--- config.mk ---
export PLATFORM = sky130hd
export DESIGN_NAME = aes_key_inv_sched_flat
export DESIGN_NICKNAME = d
export VERILOG_FILES = /design/src/rtl/aes_key_inv_sched_if.sv /design/src/rtl/aes_key_inv_sched.sv /design/src/flat_wrapper.sv
export SDC_FILE = /design/constraint.sdc
export NUM_CORES = 1
export LEC_CHECK = 0
export ABC_CLOCK_PERIOD_IN_PS = 2950
export BUFFER_PORTS_ARGS = -buffer_cell sky130_fd_sc_hd__clkbuf_2
export CAP_MARGIN = 20
export CORE_MARGIN = 10
export CORE_UTILIZATION = 45
export CTS_CLUSTER_DIAMETER = 80
export CTS_CLUSTER_SIZE = 8
export DETAILED_ROUTE_END_ITERATION = 10
export HOLD_SLACK_MARGIN = 0.03
export PLACE_DENSITY_LB_ADDON = 0.1
export SLEW_MARGIN = 20
export SYNTH_ARGS = -nofsm -noshare
export SYNTH_HDL_FRONTEND = slang
export SYNTH_SLANG_ARGS = --single-unit
--- constraint.sdc ---
create_clock -name clk -period 2.95 [get_ports clk]
set_clock_uncertainty 0.1 [all_clocks]
set_input_delay 0.59 -clock clk [delete_from_list [all_inputs] [get_ports clk]]
set_output_delay 0.59 -clock clk [all_outputs]
set_load 0.02 [all_outputs]
--- src/rtl/aes_key_inv_sched_if.sv ---
// Key-stream bundle between the inverse key scheduler, its controller/consumer
// and the shared external S-box array.
interface aes_key_inv_sched_if;
    logic         start;
    logic [127:0] last_key;
    logic         ready;
    logic [127:0] key_out;
    logic         key_valid;
    logic         key_ready;
    logic [3:0]   round_o;
    logic         done;
    logic [31:0]  sub_word_o;
    logic [31:0]  sub_word_i;

    // Scheduler side: produces the round-key stream and the S-box request.
    modport master (
        input  start, last_key, key_ready, sub_word_i,
        output ready, key_out, key_valid, round_o, done, sub_word_o
    );

    // Controller / consumer / S-box side.
    modport slave (
        output start, last_key, key_ready, sub_word_i,
        input  ready, key_out, key_valid, round_o, done, sub_word_o
    );
endinterface

--- src/rtl/aes_key_inv_sched.sv ---
// Iterative AES-128 inverse key scheduler. Loads the last round key and steps
// backwards one round key per accepted handshake down to the cipher key.
// SubWord is supplied combinationally by an external shared S-box.
module aes_key_inv_sched #(
    parameter int ROUNDS = 10
) (
    input  logic                  clk,
    input  logic                  rst,
    aes_key_inv_sched_if.master   bus
);
    localparam logic [3:0] LP_ROUNDS = 4'(ROUNDS);

    typedef enum logic {S_IDLE, S_EMIT} state_t;

    state_t       r_state;
    state_t       w_state_nxt;
    logic [127:0] r_key;
    logic [3:0]   r_round;
    logic         r_done;

    logic         w_load;
    logic         w_step;
    logic         w_finish;
    logic [31:0]  w_v0, w_v1, w_v2, w_v3;
    logic [31:0]  w_x;
    logic [127:0] w_key_prev;

    // Round constant of the forward expansion step that produced round i+1.
    function automatic logic [31:0] rcon(input logic [3:0] i);
        logic [7:0] rc;
        case (i)
            4'd0:    rc = 8'h01;
            4'd1:    rc = 8'h02;
            4'd2:    rc = 8'h04;
            4'd3:    rc = 8'h08;
            4'd4:    rc = 8'h10;
            4'd5:    rc = 8'h20;
            4'd6:    rc = 8'h40;
            4'd7:    rc = 8'h80;
            4'd8:    rc = 8'h1b;
            4'd9:    rc = 8'h36;
            default: rc = 8'h00;
        endcase
        return {rc, 24'h0};
    endfunction

    assign w_v0 = r_key[127:96];
    assign w_v1 = r_key[95:64];
    assign w_v2 = r_key[63:32];
    assign w_v3 = r_key[31:0];

    // v2^v3 is word 3 of the previous round key; its rotation feeds the S-box.
    // Driven from registered state only, so it holds while stalled.
    assign w_x            = w_v2 ^ w_v3;
    assign bus.sub_word_o = {w_x[23:0], w_x[31:24]};

    assign w_key_prev = {w_v0 ^ bus.sub_word_i ^ rcon(r_round - 4'd1),
                         w_v1 ^ w_v0,
                         w_v2 ^ w_v1,
                         w_v3 ^ w_v2};

    assign bus.key_out   = r_key;
    assign bus.round_o   = r_round;
    assign bus.key_valid = (r_state == S_EMIT);
    assign bus.ready     = (r_state == S_IDLE);
    assign bus.done      = r_done;

    // State register.
    always_ff @(posedge clk) begin
        if (rst) begin
            r_state <= S_IDLE;
        end else begin
            r_state <= w_state_nxt;
        end
    end

    // Next-state decode: load on start, step on handshake, finish after round 0.
    always_comb begin
        w_state_nxt = r_state;
        w_load      = 1'b0;
        w_step      = 1'b0;
        w_finish    = 1'b0;
        case (r_state)
            S_IDLE: begin
                if (bus.start) begin
                    w_state_nxt = S_EMIT;
                    w_load      = 1'b1;
                end
            end
            S_EMIT: begin
                if (bus.key_ready) begin
                    if (r_round != 4'd0) begin
                        w_step = 1'b1;
                    end else begin
                        w_state_nxt = S_IDLE;
                        w_finish    = 1'b1;
                    end
                end
            end
            default: w_state_nxt = S_IDLE;
        endcase
    end

    // Key register, round counter and done pulse.
    always_ff @(posedge clk) begin
        if (rst) begin
            r_key   <= '0;
            r_round <= '0;
            r_done  <= 1'b0;
        end else begin
            r_done <= w_finish;
            if (w_load) begin
                r_key   <= bus.last_key;
                r_round <= LP_ROUNDS;
            end else if (w_step) begin
                r_key   <= w_key_prev;
                r_round <= r_round - 4'd1;
            end
        end
    end
endmodule

--- src/flat_wrapper.sv ---
// flat-port wrapper written by rule: the top's interface ports become plain ports
module aes_key_inv_sched_flat 
#(
    parameter int ROUNDS = 10
)
  (clk, rst, bus_start, bus_last_key, bus_key_ready, bus_sub_word_i, bus_ready, bus_key_out, bus_key_valid, bus_round_o, bus_done, bus_sub_word_o);
  aes_key_inv_sched_if bus_i ();
  input  logic clk;
  input  logic rst;
  input wire logic [$bits(bus_i.start)-1:0] bus_start;
  input wire logic [$bits(bus_i.last_key)-1:0] bus_last_key;
  input wire logic [$bits(bus_i.key_ready)-1:0] bus_key_ready;
  input wire logic [$bits(bus_i.sub_word_i)-1:0] bus_sub_word_i;
  output wire logic [$bits(bus_i.ready)-1:0] bus_ready;
  output wire logic [$bits(bus_i.key_out)-1:0] bus_key_out;
  output wire logic [$bits(bus_i.key_valid)-1:0] bus_key_valid;
  output wire logic [$bits(bus_i.round_o)-1:0] bus_round_o;
  output wire logic [$bits(bus_i.done)-1:0] bus_done;
  output wire logic [$bits(bus_i.sub_word_o)-1:0] bus_sub_word_o;
  assign bus_i.start = bus_start;
  assign bus_i.last_key = bus_last_key;
  assign bus_i.key_ready = bus_key_ready;
  assign bus_i.sub_word_i = bus_sub_word_i;
  assign bus_ready = bus_i.ready;
  assign bus_key_out = bus_i.key_out;
  assign bus_key_valid = bus_i.key_valid;
  assign bus_round_o = bus_i.round_o;
  assign bus_done = bus_i.done;
  assign bus_sub_word_o = bus_i.sub_word_o;
  aes_key_inv_sched #(.ROUNDS(ROUNDS)) u_core (.clk(clk), .rst(rst), .bus(bus_i));
endmodule
Word level (Yosys, flattened, before mapping)
Memories as Yosys holds them, arrays and structs flattened.
Cells that the tools add are included.
Widths: inputs -> output; s select.
{"block": "op_classes", "add_sub_neg": 1, "bitwise_logic": 7, "reduce_logical": 4, "n_mux": 12}
{"cell": "$mux 128", "count": 2}
{"cell": "$xor 32x32->32", "count": 5}
{"cell": "$mux 4", "count": 2}
{"cell": "$mux 1", "count": 7}
{"cell": "$reduce_bool 4->1", "count": 1}
{"cell": "$sub 4x1->4 const B", "count": 1}
{"cell": "$reduce_or 3->1", "count": 1}
{"cell": "$not 1->1", "count": 2}
{"cell": "$pmux 1 s2", "count": 1}
{"cell": "$reduce_bool 2->1", "count": 1}
{"cell": "$reduce_or 2->1", "count": 1}
{"block": "totals", "inputBits": 164, "ff_bits": 134, "memories": 1, "rom_bits": 128}
{"name": "(name not given)", "depth": 16, "word_bits": 8, "rd": 1, "rd_clocked_by_memory_dff": 0, "wr": 0, "line": "aes_key_inv_sched.sv:31", "rtl": "case (i)"}

Depth between registers and ports, before layout
Gate-level depths: netlist (run 1).
{"block": "depth", "word_depth": 6, "mapped_depth": 11, "ltp_nobuf": 7}

Worst setup path after synthesis (run 1)
Ideal clock, no wire load.
{"block": "synth_timing", "kind": "reg2reg", "from": "register u_core.r_round[0], in the netlist u_core.bus.round_o[0]", "to": "register u_core.r_key[86], in the netlist u_core.bus.key_out[86]", "period_less_slack_ns": 2.432, "path_buffers": 4, "stages_incl_launch_ff": 12, "arrival_ns": 2.247, "required_time_ns": 2.764, "slack_ns": 0.518, "path_cell_list": "dfxtp_1 buf_2 inv_1 ha_1 buf_4 nor3b_1 nor2_1 buf_2 buf_2 nand2_1 xor2_1 a211oi_1"}
{"block": "synth_between", "elab_chain_cells": 5}
{"item": "from (decl)", "line": "aes_key_inv_sched.sv:18", "rtl": "logic [3:0] r_round;"}
{"item": "from (signal assigned)", "line": "aes_key_inv_sched.sv:117", "rtl": "r_round <= r_round - 4'd1;"}
{"item": "$reduce_bool 4->1", "line": "aes_key_inv_sched.sv:92", "rtl": "if (r_round != 4'd0) begin"}
{"item": "$mux 1", "line": "aes_key_inv_sched.sv:92"}
{"item": "$mux 1", "line": "aes_key_inv_sched.sv:91", "rtl": "if (bus.key_ready) begin"}
{"item": "$mux 1", "line": "aes_key_inv_sched.sv:83", "rtl": "case (r_state)"}
{"item": "$reduce_bool 2->1 (no source line)"}
{"item": "to (signal assigned)", "line": "aes_key_inv_sched.sv:113", "rtl": "r_key <= bus.last_key;"}
{"item": "to (signal assigned)", "line": "aes_key_inv_sched.sv:116", "rtl": "r_key <= w_key_prev;"}
{"item": "to (decl)", "line": "aes_key_inv_sched.sv:17", "rtl": "logic [127:0] r_key;"}
No other way between the ends.
A chain may end at the register's enable or synchronous reset.

Final worst setup path (run 1)
{"block": "layout_timing", "from": "register u_core.r_round[1], in the netlist u_core.bus.round_o[1]", "to": "register u_core.r_key[125], in the netlist u_core.bus.key_out[125]"}
{"block": "layout_between", "elab_chain_cells": 5, "elab_cells_between_ends": 10, "cone_classes": "add/sub (1); mux (5); bitwise (1); reduce/logical (2); memory (1)"}
{"item": "$sub 4x1->4 / $reduce_bool 4->1 (equally long branches)", "line": "aes_key_inv_sched.sv:57, aes_key_inv_sched.sv:92"}
{"item": "$mem_v2 16x8 / $mux 1 (equally long branches)"}
{"item": "$xor 32x32->32 / $mux 1 (equally long branches)", "line": "aes_key_inv_sched.sv:57, aes_key_inv_sched.sv:91"}
{"item": "$mux 128 / $mux 1 (equally long branches)", "line": "aes_key_inv_sched.sv:115, aes_key_inv_sched.sv:83"}
{"item": "$mux 128 / $reduce_bool 2->1 (equally long branches)"}
Several ways; a longest one is shown, not always the timed one. The select of a mux whose other input is x is not followed.

==> results of run 1 <==
stage by stage:
step | std cells | instance area, um^2
global placement | 1321 | 8760
global route | 1351 | 9300
detailed placement | 1321 | 8760
floorplan | 834 | 7010
CTS | 1350 | 9290
finish | 1351 | 9300
Yosys cell counts, types with 2 or more instances:
cell type and instances:
o21ai_0 4, buf_2 9, mux2i_1 2, nor3b_1 3
a2111oi_1 2, a311oi_1 2, nand3_2 2, a2111oi_0 2
buf_6 2, nor4_1 2, a211oi_1 123, inv_1 5
a21oi_1 5, clkbuf_1 41, nor2_1 134, nand3_1 6
a311o_1 2, o31ai_1 3, nor2b_1 3, nand4_1 6
nand2_1 129, xor2_1 155, dfxtp_1 134, o21ai_4 2
a2111oi_2 2, buf_4 11, and2_1 2, nor3_1 5
ha_1 5, xnor2_1 8
sequential cells by signal, summed over array words and instances (netlist names):
name	flops
u_core.bus.done	1
u_core.bus.key_out	128
u_core.bus.key_valid	1
u_core.bus.round_o	4
layout make-up:
class | count | area, um^2
flip-flops and latches | 134 | 2680
multi-input cells | 631 | 4020
inverters | 5 | 18.8
clock inverters | 5 | 50.0
diodes | 1 | 2.50
repair buffers | 340 | 1780
well taps | 211 | 264
fillers | 1455 | 5960
clock buffers | 24 | 482
power by group:
part	internal, mW	leakage, nW	total [mW]	switching [mW]
Combinational	0.507	2.81	1.33	0.822
Sequential	1.98	1.11	2.20	0.222
Clock	1.20	0.266	1.95	0.743
logic make-up after synthesis:
logic type	after synthesis
multiplexers	2
buffers and inverters	69
XOR/XNOR	163
adder cells (fa/ha/maj)	5
AO/OA/AOI/OAI	159
flip-flops	134
AND/OR/NAND/NOR	302
worst max-delay path by stage:
| stage | startpoint | endpoint | slack, ns | depth (start not counted) |
|---|---|---|---|---|
| floorplan | u_core.bus.round_o[0] | u_core.bus.key_out[86] | 0.52 | 11 |
| global placement | u_core.bus.round_o[1] | u_core.bus.key_out[125] | 0.46 | 8 |
| detailed placement | u_core.bus.round_o[1] | u_core.bus.key_out[125] | 0.38 | 8 |
| CTS | u_core.bus.round_o[1] | u_core.bus.key_out[125] | 0.35 | 8 |
| global route | u_core.bus.round_o[1] | u_core.bus.key_out[125] | 0.13 | 8 |
| finish | u_core.bus.round_o[1] | u_core.bus.key_out[125] | 0.35 | 8 |
layer usage:
layer,part of all wire [%],vias to the layer above,routed length (um),track usage [%]
li1,-,3439,-,-
met1,43,3008,10300,27.6
met2,47,217,11200,34.7
met3,8.7,25,2080,6.75
met4,1.6,2,380,6.81
met5,0.054,-,13,0
worst max-delay path, delay by kind of cell (launching register included):
kind | cells | cell delay (ns)
AND/OR/NAND/NOR | 4 | 0.74
flip-flops | 1 | 0.61
buffers and inverters | 2 | 0.51
adder cells (fa/ha/maj) | 1 | 0.32
AO/OA/AOI/OAI | 1 | 0.23
==> reports/results.txt, run 1 <==
R2r setup slk: 0.35 ns
First DRT Iteration DRCs: 342
Wirelength per Cell: 17.8 um
Commonest non-fill, non-tap cell in the layout: clkbuf_2
XOR/XNOR Fraction of Synth Area: 20.4%
Core area: 15300 um^2
Clock slew at reported path FFs: 0.06 ns
Worst-Margin Slew: 0.575 ns
# hold bufs at CTS: 0
FF-to-FF path depth: 8
#FFs+latches synth: 134
Crit. End Element: flip-flop
Largest net degree at the start of global routing: 133
R2R Path End: u_core.bus.key_out[125]
WL final: 24.0 mm
Syn nets: 1003
Final worst slack: 0.354 ns
Count of buffers from port buffering: 330
Mux cell area share after synthesis: 0.286%
Post-Syn Area: 7010 um^2
PwrDens: 590 nW/um^2
Number of global-route vias before repair: 6291
Distinct cells, synth: 53
Critical path's slowest cell: dfxtp_1
DRT antenna net count: 0
Ys async rst share: 0%
Share of post-route cells with drive strength above 1: 33.1%
Avg Cell Area, Syn: 8.41 um^2
Final setup fails: 0
Ys Warns: 0
Gp weighted congestion: 0.823
# Post-CTS Setup Buffers: 0
Post-synthesis sequential area ratio: 38.3%
Max_slew headroom: 61.6%
Worst hold slack: 0.268 ns
Most frequent cells in the layout: 329 x clkbuf_2, 155 x xor2_1, 134 x dfxtp_1, 133 x nor2_1, 128 x nand2_1
Hold path startpoint: bus_last_key[123]
CP Class: flip-flop to flip-flop
Initial antenna violation count: 2
Worst Path Max Fanout: 35
Synth Area in Compound Gates: 17.6%
Clock Sinks: 134
Root Buffer: clkbuf_16
Gr usage total: 21.8%
Die width: 145 um
Crit path largest cell delay: 0.61 ns
Post-synthesis simple-gate area fraction: 18.0%
CTS Buf Count: 17
Vias: 6691
Tmin final: 2.60 ns
# DRC: 0
Pre-CTS setup slack: 0.383 ns
Vias/cell: 4.95
CTS resizes: 0
DIE AREA: 21000 um^2
Util after Layout: 60.9%
Hold Path Class: input pin to flip-flop
Final Max Slew Viols: 0
Final TNS setup: 0 ns
Adder-cell area share of the yosys netlist: 0.892%
Worst hold path depth: 3
Critical Path RT: 3.18 ns
Critical path, cell by cell: inv_1 > ha_1 > nor3b_1 > nor2_4 > buf_4 > nand4_1 > and3_1 > a311oi_1
Area growth syn-to-layout: 32.6%
IO Count: 331
Predominant post-synthesis flop cell: dfxtp_1
Std-Cell Rows: 45
Status: finished, final reports clean
Leakage dissipation: 4.19 nW
Startpoint Class: flip-flop
Worst skew pair latency: 0.42 ns
Post-DP HPWL: 18.5 mm
Fin crit share: 88.0%
Overflow after GRT: 0
Max Buffers Root-to-Sink: 2
Dominant cell type by area after synthesis: dfxtp_1
Dominant cells by area after synthesis: dfxtp_1 38%, xor2_1 19%, a211oi_1 13%
Area fraction of the dominant cell type after synthesis: 38.3%
Die H: 145 um
Initial core utilization: 45.9%
Number of flops mapped to enable cells by yosys: 0
Maximum clock rate: 385 MHz
Main combinational cell family by area after synthesis: XOR/XNOR gates
CTS tree: yes
Reg2Reg Launch Point: u_core.bus.round_o[1]
Crit path DAT: 2.83 ns
Post-synthesis cell count: 834
Max cap viols: 0
Nets: 1298
Worst vdd ir: 419 uV
First-pass GRT wire length: 35.9 mm
Final hold violation count: 0
Worst Hold Endpoint: u_core.bus.key_out[123]
RSZ-0062 raised after global routing: no
Total Power: 5.48 mW
Htree depth: 4
First-pass DRT Iterations: 4
Note: power is estimated with default switching activity, not from simulation.
==> run 2, diff against run 1 <==
--- a/config.mk
+++ b/config.mk
@@ -8,8 +8,10 @@
 export ABC_CLOCK_PERIOD_IN_PS = 2950
 export BUFFER_PORTS_ARGS = -buffer_cell sky130_fd_sc_hd__clkbuf_2
 export CAP_MARGIN = 20
+export CELL_PAD_IN_SITES_DETAIL_PLACEMENT = 1
+export CELL_PAD_IN_SITES_GLOBAL_PLACEMENT = 1
 export CORE_MARGIN = 10
-export CORE_UTILIZATION = 45
+export CORE_UTILIZATION = 33
 export CTS_CLUSTER_DIAMETER = 80
 export CTS_CLUSTER_SIZE = 8
 export DETAILED_ROUTE_END_ITERATION = 10
==> run 2 against run 1 <==
Compared with the run above: die area grew 31%; total power grew 6.7%; sequential cell count is the same; sequential power is essentially flat; cell count grew 5.4%; clock power grew 17%.
==> reports/results.txt, run 2 (synthesis gave the netlist of run 1 again) <==
Fillcell total: 2606
Placed cell areas: 8880 um^2
Worst Path Max Fanout: 53
FF-to-FF path depth: 8
CTS Buf Count: 17
Area growth syn-to-layout: 35.8%
Max_slew headroom: 58.7%
CTS resizes: 0
Startpoint Class: flip-flop
Largest net degree at the start of global routing: 79
Htree depth: 4
Share of post-route cells with drive strength above 1: 33.8%
Root Buffer: clkbuf_16
Util after Layout: 45.4%
Die width: 166 um
Crit. End Element: flip-flop
Worst-Margin Slew: 0.619 ns
DIE AREA: 27500 um^2
RSZ-0062 raised after global routing: no
IO Count: 331
Gp weighted congestion: 0.804
Status: finished, final reports clean
Core area: 21000 um^2
Final TNS setup: 0 ns
Final setup fails: 0
Post-DP HPWL: 21.0 mm
Worst hold path depth: 3
# Post-CTS Setup Buffers: 0
Worst skew pair latency: 0.42 ns
PwrDens: 614 nW/um^2
Clock slew at reported path FFs: 0.06 ns
Pre-CTS setup slack: 0.334 ns
Die H: 166 um
First-pass GRT wire length: 42.4 mm
# DRC: 0
Nets: 1302
Maximum clock rate: 379 MHz
Vias: 6866
Max Buffers Root-to-Sink: 2
Initial core utilization: 33.5%
CP Class: flip-flop to flip-flop
Commonest non-fill, non-tap cell in the layout: clkbuf_2
Leakage dissipation: 4.25 nW
Count of buffers from port buffering: 330
Clock Sinks: 134
First-pass DRT Iterations: 4
Std-Cell Rows: 53
Fin crit share: 89.4%
CTS tree: yes
Hold Path Class: input pin to flip-flop
Gr usage total: 19.0%
Final worst slack: 0.313 ns
# hold bufs at CTS: 0
WL final: 27.1 mm
Final Max Slew Viols: 0
Initial antenna violation count: 3
Post-Layout Inst Area: 9520 um^2
Max cap viols: 0
Most frequent cells in the layout: 329 x clkbuf_2, 155 x xor2_1, 134 x dfxtp_1, 133 x nor2_1, 128 x nand2_1
Crit path DAT: 2.85 ns
Critical Path RT: 3.16 ns
Max FFs per register: 128
First DRT Iteration DRCs: 296
Vias/cell: 4.82
Overflow after GRT: 0
Final hold violation count: 0
Wirelength per Cell: 19.1 um
Number of global-route vias before repair: 7020
Tmin final: 2.64 ns
Worst vdd ir: 345 uV
DRT antenna net count: 0
==> run 2: cell count changes in the layout (fill, tap and decap cells not counted), moves of 3 or more <==
| cell | previous run | this run |
|---|---|---|
| clkinv_4 | 0 | 3 |
| clkbuf_8 | 3 | 0 |
| bufinv_16 | 1 | 4 |
| buf_4 | 7 | 10 |
| inv_6 | 0 | 4 |
| clkbuf_1 | 4 | 1 |
==> run 2: path summary, 6_finish.rpt <==
check | start | endpoint | slack (ns)
min reg2reg | u_core.bus.key_out[81] | u_core.bus.key_out[81] | 0.50
max reg2reg | u_core.bus.round_o[1] | u_core.bus.key_out[5] | 0.31
min | bus_last_key[123] | u_core.bus.key_out[123] | 0.26
max | u_core.bus.round_o[1] | u_core.bus.key_out[5] | 0.31
==> run 2: worst max-delay path: stages, from the launching register on <==
cell and delay [ns]:
dfxtp_1 0.63, inv_1 0.17, ha_1 0.32, nor3b_1 0.22
nor2_4 0.24, buf_12 0.27, nand2_1 0.11, xor2_1 0.15
a211oi_1 0.30
==> run 2: metal layers <==
layer	wire (um)	track usage [%]	vias up	part of all wire, %
met3	1570	5.58	19	5.8
met2	13000	31.1	184	48
met1	12200	23.6	3212	45
met4	327	5.35	0	1.2
li1	-	-	3451	-
met5	0	0	-	0
==> run 2: through the flow <==
step / hold slack (ns) / total power [mW] / std cells
final: 0.262 / 5.85 / 1424
after global routing: 0.278 / 6.14 / 1424
after CTS: 0.252 / 5.93 / 1421
after detailed placement: 0.498 / 3.62 / 1389
after global placement: 0.485 / 3.60 / 1389
after floorplan: 0.530 / 3.05 / 834
==> run 2: power by group <==
| group | switching (mW) | total (mW) | internal, mW |
|---|---|---|---|
| clock network | 0.862 | 2.29 | 1.43 |
| registers | 0.233 | 2.21 | 1.98 |
| logic | 0.835 | 1.35 | 0.513 |
==> run 2: cell type report <==
class / count / area (um^2) / area share (%)
Antenna cell: 3 / 7.51 / 0.0789
Multi-Input combinational cell: 631 / 4020 / 42.2
Inverter: 5 / 18.8 / 0.197
Clock buffer: 18 / 429 / 4.51
Clock inverter: 14 / 199 / 2.09
Timing Repair Buffer: 344 / 1820 / 19.1
Sequential cell: 134 / 2680 / 28.2
Tap cell: 275 / 344 / 3.61
==> run 3, diff against run 2 <==
--- a/config.mk
+++ b/config.mk
@@ -16,7 +16,7 @@
 export CTS_CLUSTER_SIZE = 8
 export DETAILED_ROUTE_END_ITERATION = 10
 export HOLD_SLACK_MARGIN = 0.03
-export PLACE_DENSITY_LB_ADDON = 0.1
+export PLACE_DENSITY = 0.8
 export SLEW_MARGIN = 20
 export SYNTH_ARGS = -nofsm -noshare
 export SYNTH_HDL_FRONTEND = slang
==> run 3 against run 2 <==
Compared with the run above: via count increased by 1.5%; fmax decreased by 2.8%; cell count decreased by 0.14%; critical path depth decreased by 1; first-iteration DRC count increased by 3.0%; critical endpoint is now u_core.bus.key_out[122].
==> reports/results.txt, run 3 (synthesis gave the netlist of run 1 again) <==
Gp weighted congestion: 0.816
Max_slew headroom: 50.9%
Vias: 6972
Initial core utilization: 33.5%
Worst hold path depth: 3
Die width: 166 um
Worst Path Buf+Inv: 1
Number of global-route vias before repair: 7277
Max Buffers Root-to-Sink: 2
# hold bufs at CTS: 0
DRT antenna net count: 0
Final hold violation count: 0
WP depth: 7
Status: finished, final reports clean
Crit path DAT: 2.93 ns
Leakage dissipation: 4.26 nW
First-pass DRT Iterations: 6
DIE AREA: 27500 um^2
CTS Buf Count: 17
Most frequent cells in the layout: 329 x clkbuf_2, 155 x xor2_1, 134 x dfxtp_1, 133 x nor2_1, 128 x nand2_1
Final TNS setup: 0 ns
RSZ-0062 raised after global routing: no
Clock slew at reported path FFs: 0.06 ns
Post-DP HPWL: 21.4 mm
Area occupied by multi-input gates: 4020 um^2
Pre-CTS setup slack: 0.231 ns
Worst skew pair latency: 0.42 ns
Worst hold slack: 0.267 ns
Initial antenna violation count: 2
Largest net degree at the start of global routing: 79
Inst Count DP: 1388
R2r setup slk: 0.24 ns
Htree depth: 4
Worst Path Max Fanout: 13
Crit. End Element: flip-flop
# DRC: 0
Final Max Slew Viols: 0
PwrDens: 629 nW/um^2
Wirelength per Cell: 19.4 um
Reg area: 2680 um^2
Final setup fails: 0
Fin crit share: 92.0%
Total Power: 6.01 mW
CP Class: flip-flop to flip-flop
First DRT Iteration DRCs: 305
Root Buffer: clkbuf_16
Critical path's slowest cell: dfxtp_1
CTS tree: yes
WL final: 27.5 mm
Commonest non-fill, non-tap cell in the layout: clkbuf_2
Final Non-Filler Cells: 1422
Area growth syn-to-layout: 36.2%
Max cap viols: 0
Worst vdd ir: 344 uV
Overflow after GRT: 0
Crit path largest cell delay: 0.63 ns
Share of post-route cells with drive strength above 1: 33.8%
FF-to-FF path depth: 7
IO Count: 331
CTS resizes: 0
Hold Path Class: input pin to flip-flop
Tmin final: 2.71 ns
Count of buffers from port buffering: 330
Max FFs per register: 128
Startpoint Class: flip-flop
Std-Cell Rows: 53
Final worst slack: 0.236 ns
Worst-Margin Slew: 0.737 ns
Die H: 166 um
Vias/cell: 4.90
Fillcell total: 2647
Critical Path RT: 3.16 ns
Gr usage total: 19.1%
First-pass GRT wire length: 42.7 mm
Clock Sinks: 134
Crit-path leading delay family: compound AO/OA/AOI/OAI gates
Maximum clock rate: 368 MHz
Critical path, cell by cell: inv_1 > ha_1 > or3b_1 > nand3_1 > a2111oi_0 > a311o_1 > o31ai_1
Core area: 21000 um^2
Nets: 1301
# Post-CTS Setup Buffers: 0
[run 3: stage by stage]
step,utilization [%],area [um^2]
floorplan,-,7010
global placement,42.4,8880
detailed placement,42.4,8880
CTS,45.6,9550
global route,45.6,9550
finish,45.6,9550
[run 3: path summary, 6_finish.rpt]
path,end,startpoint
worst min register to register,u_core.bus.key_out[94],u_core.bus.key_out[94]
worst max-delay path,u_core.bus.key_out[122],u_core.bus.round_o[1]
worst max register to register,u_core.bus.key_out[122],u_core.bus.round_o[1]
worst min-delay path,u_core.bus.key_out[123],bus_last_key[123]
[run 3: worst min-delay path, cell delays in order]
cell	delay, ns
clkbuf_2	0.08
nand2_1	0.04
o31ai_1	0.05
[run 3: cell type report]
cell class | count | area share (%)
multi-input combinational | 631 | 42.0
sequential | 134 | 28.1
timing repair buffer | 343 | 19.0
clock buffer | 19 | 4.74
tap | 275 | 3.60
clock inverter | 13 | 2.28
inverter | 5 | 0.196
antenna | 2 | 0.0524
[run 3: metal layers]
layer / vias to the layer above / track usage [%] / wire (um)
met5: - / 0 / 0
met3: 28 / 5.09 / 1320
li1: 3452 / - / -
met2: 192 / 33.0 / 14000
met4: 0 / 5.86 / 473
met1: 3300 / 22.5 / 11700
[run 3: where the power goes]
part / switching [mW] / internal, mW / leakage, nW
logic: 0.847 / 0.512 / 2.83
clock network: 0.881 / 1.56 / 0.321
registers: 0.230 / 1.98 / 1.11
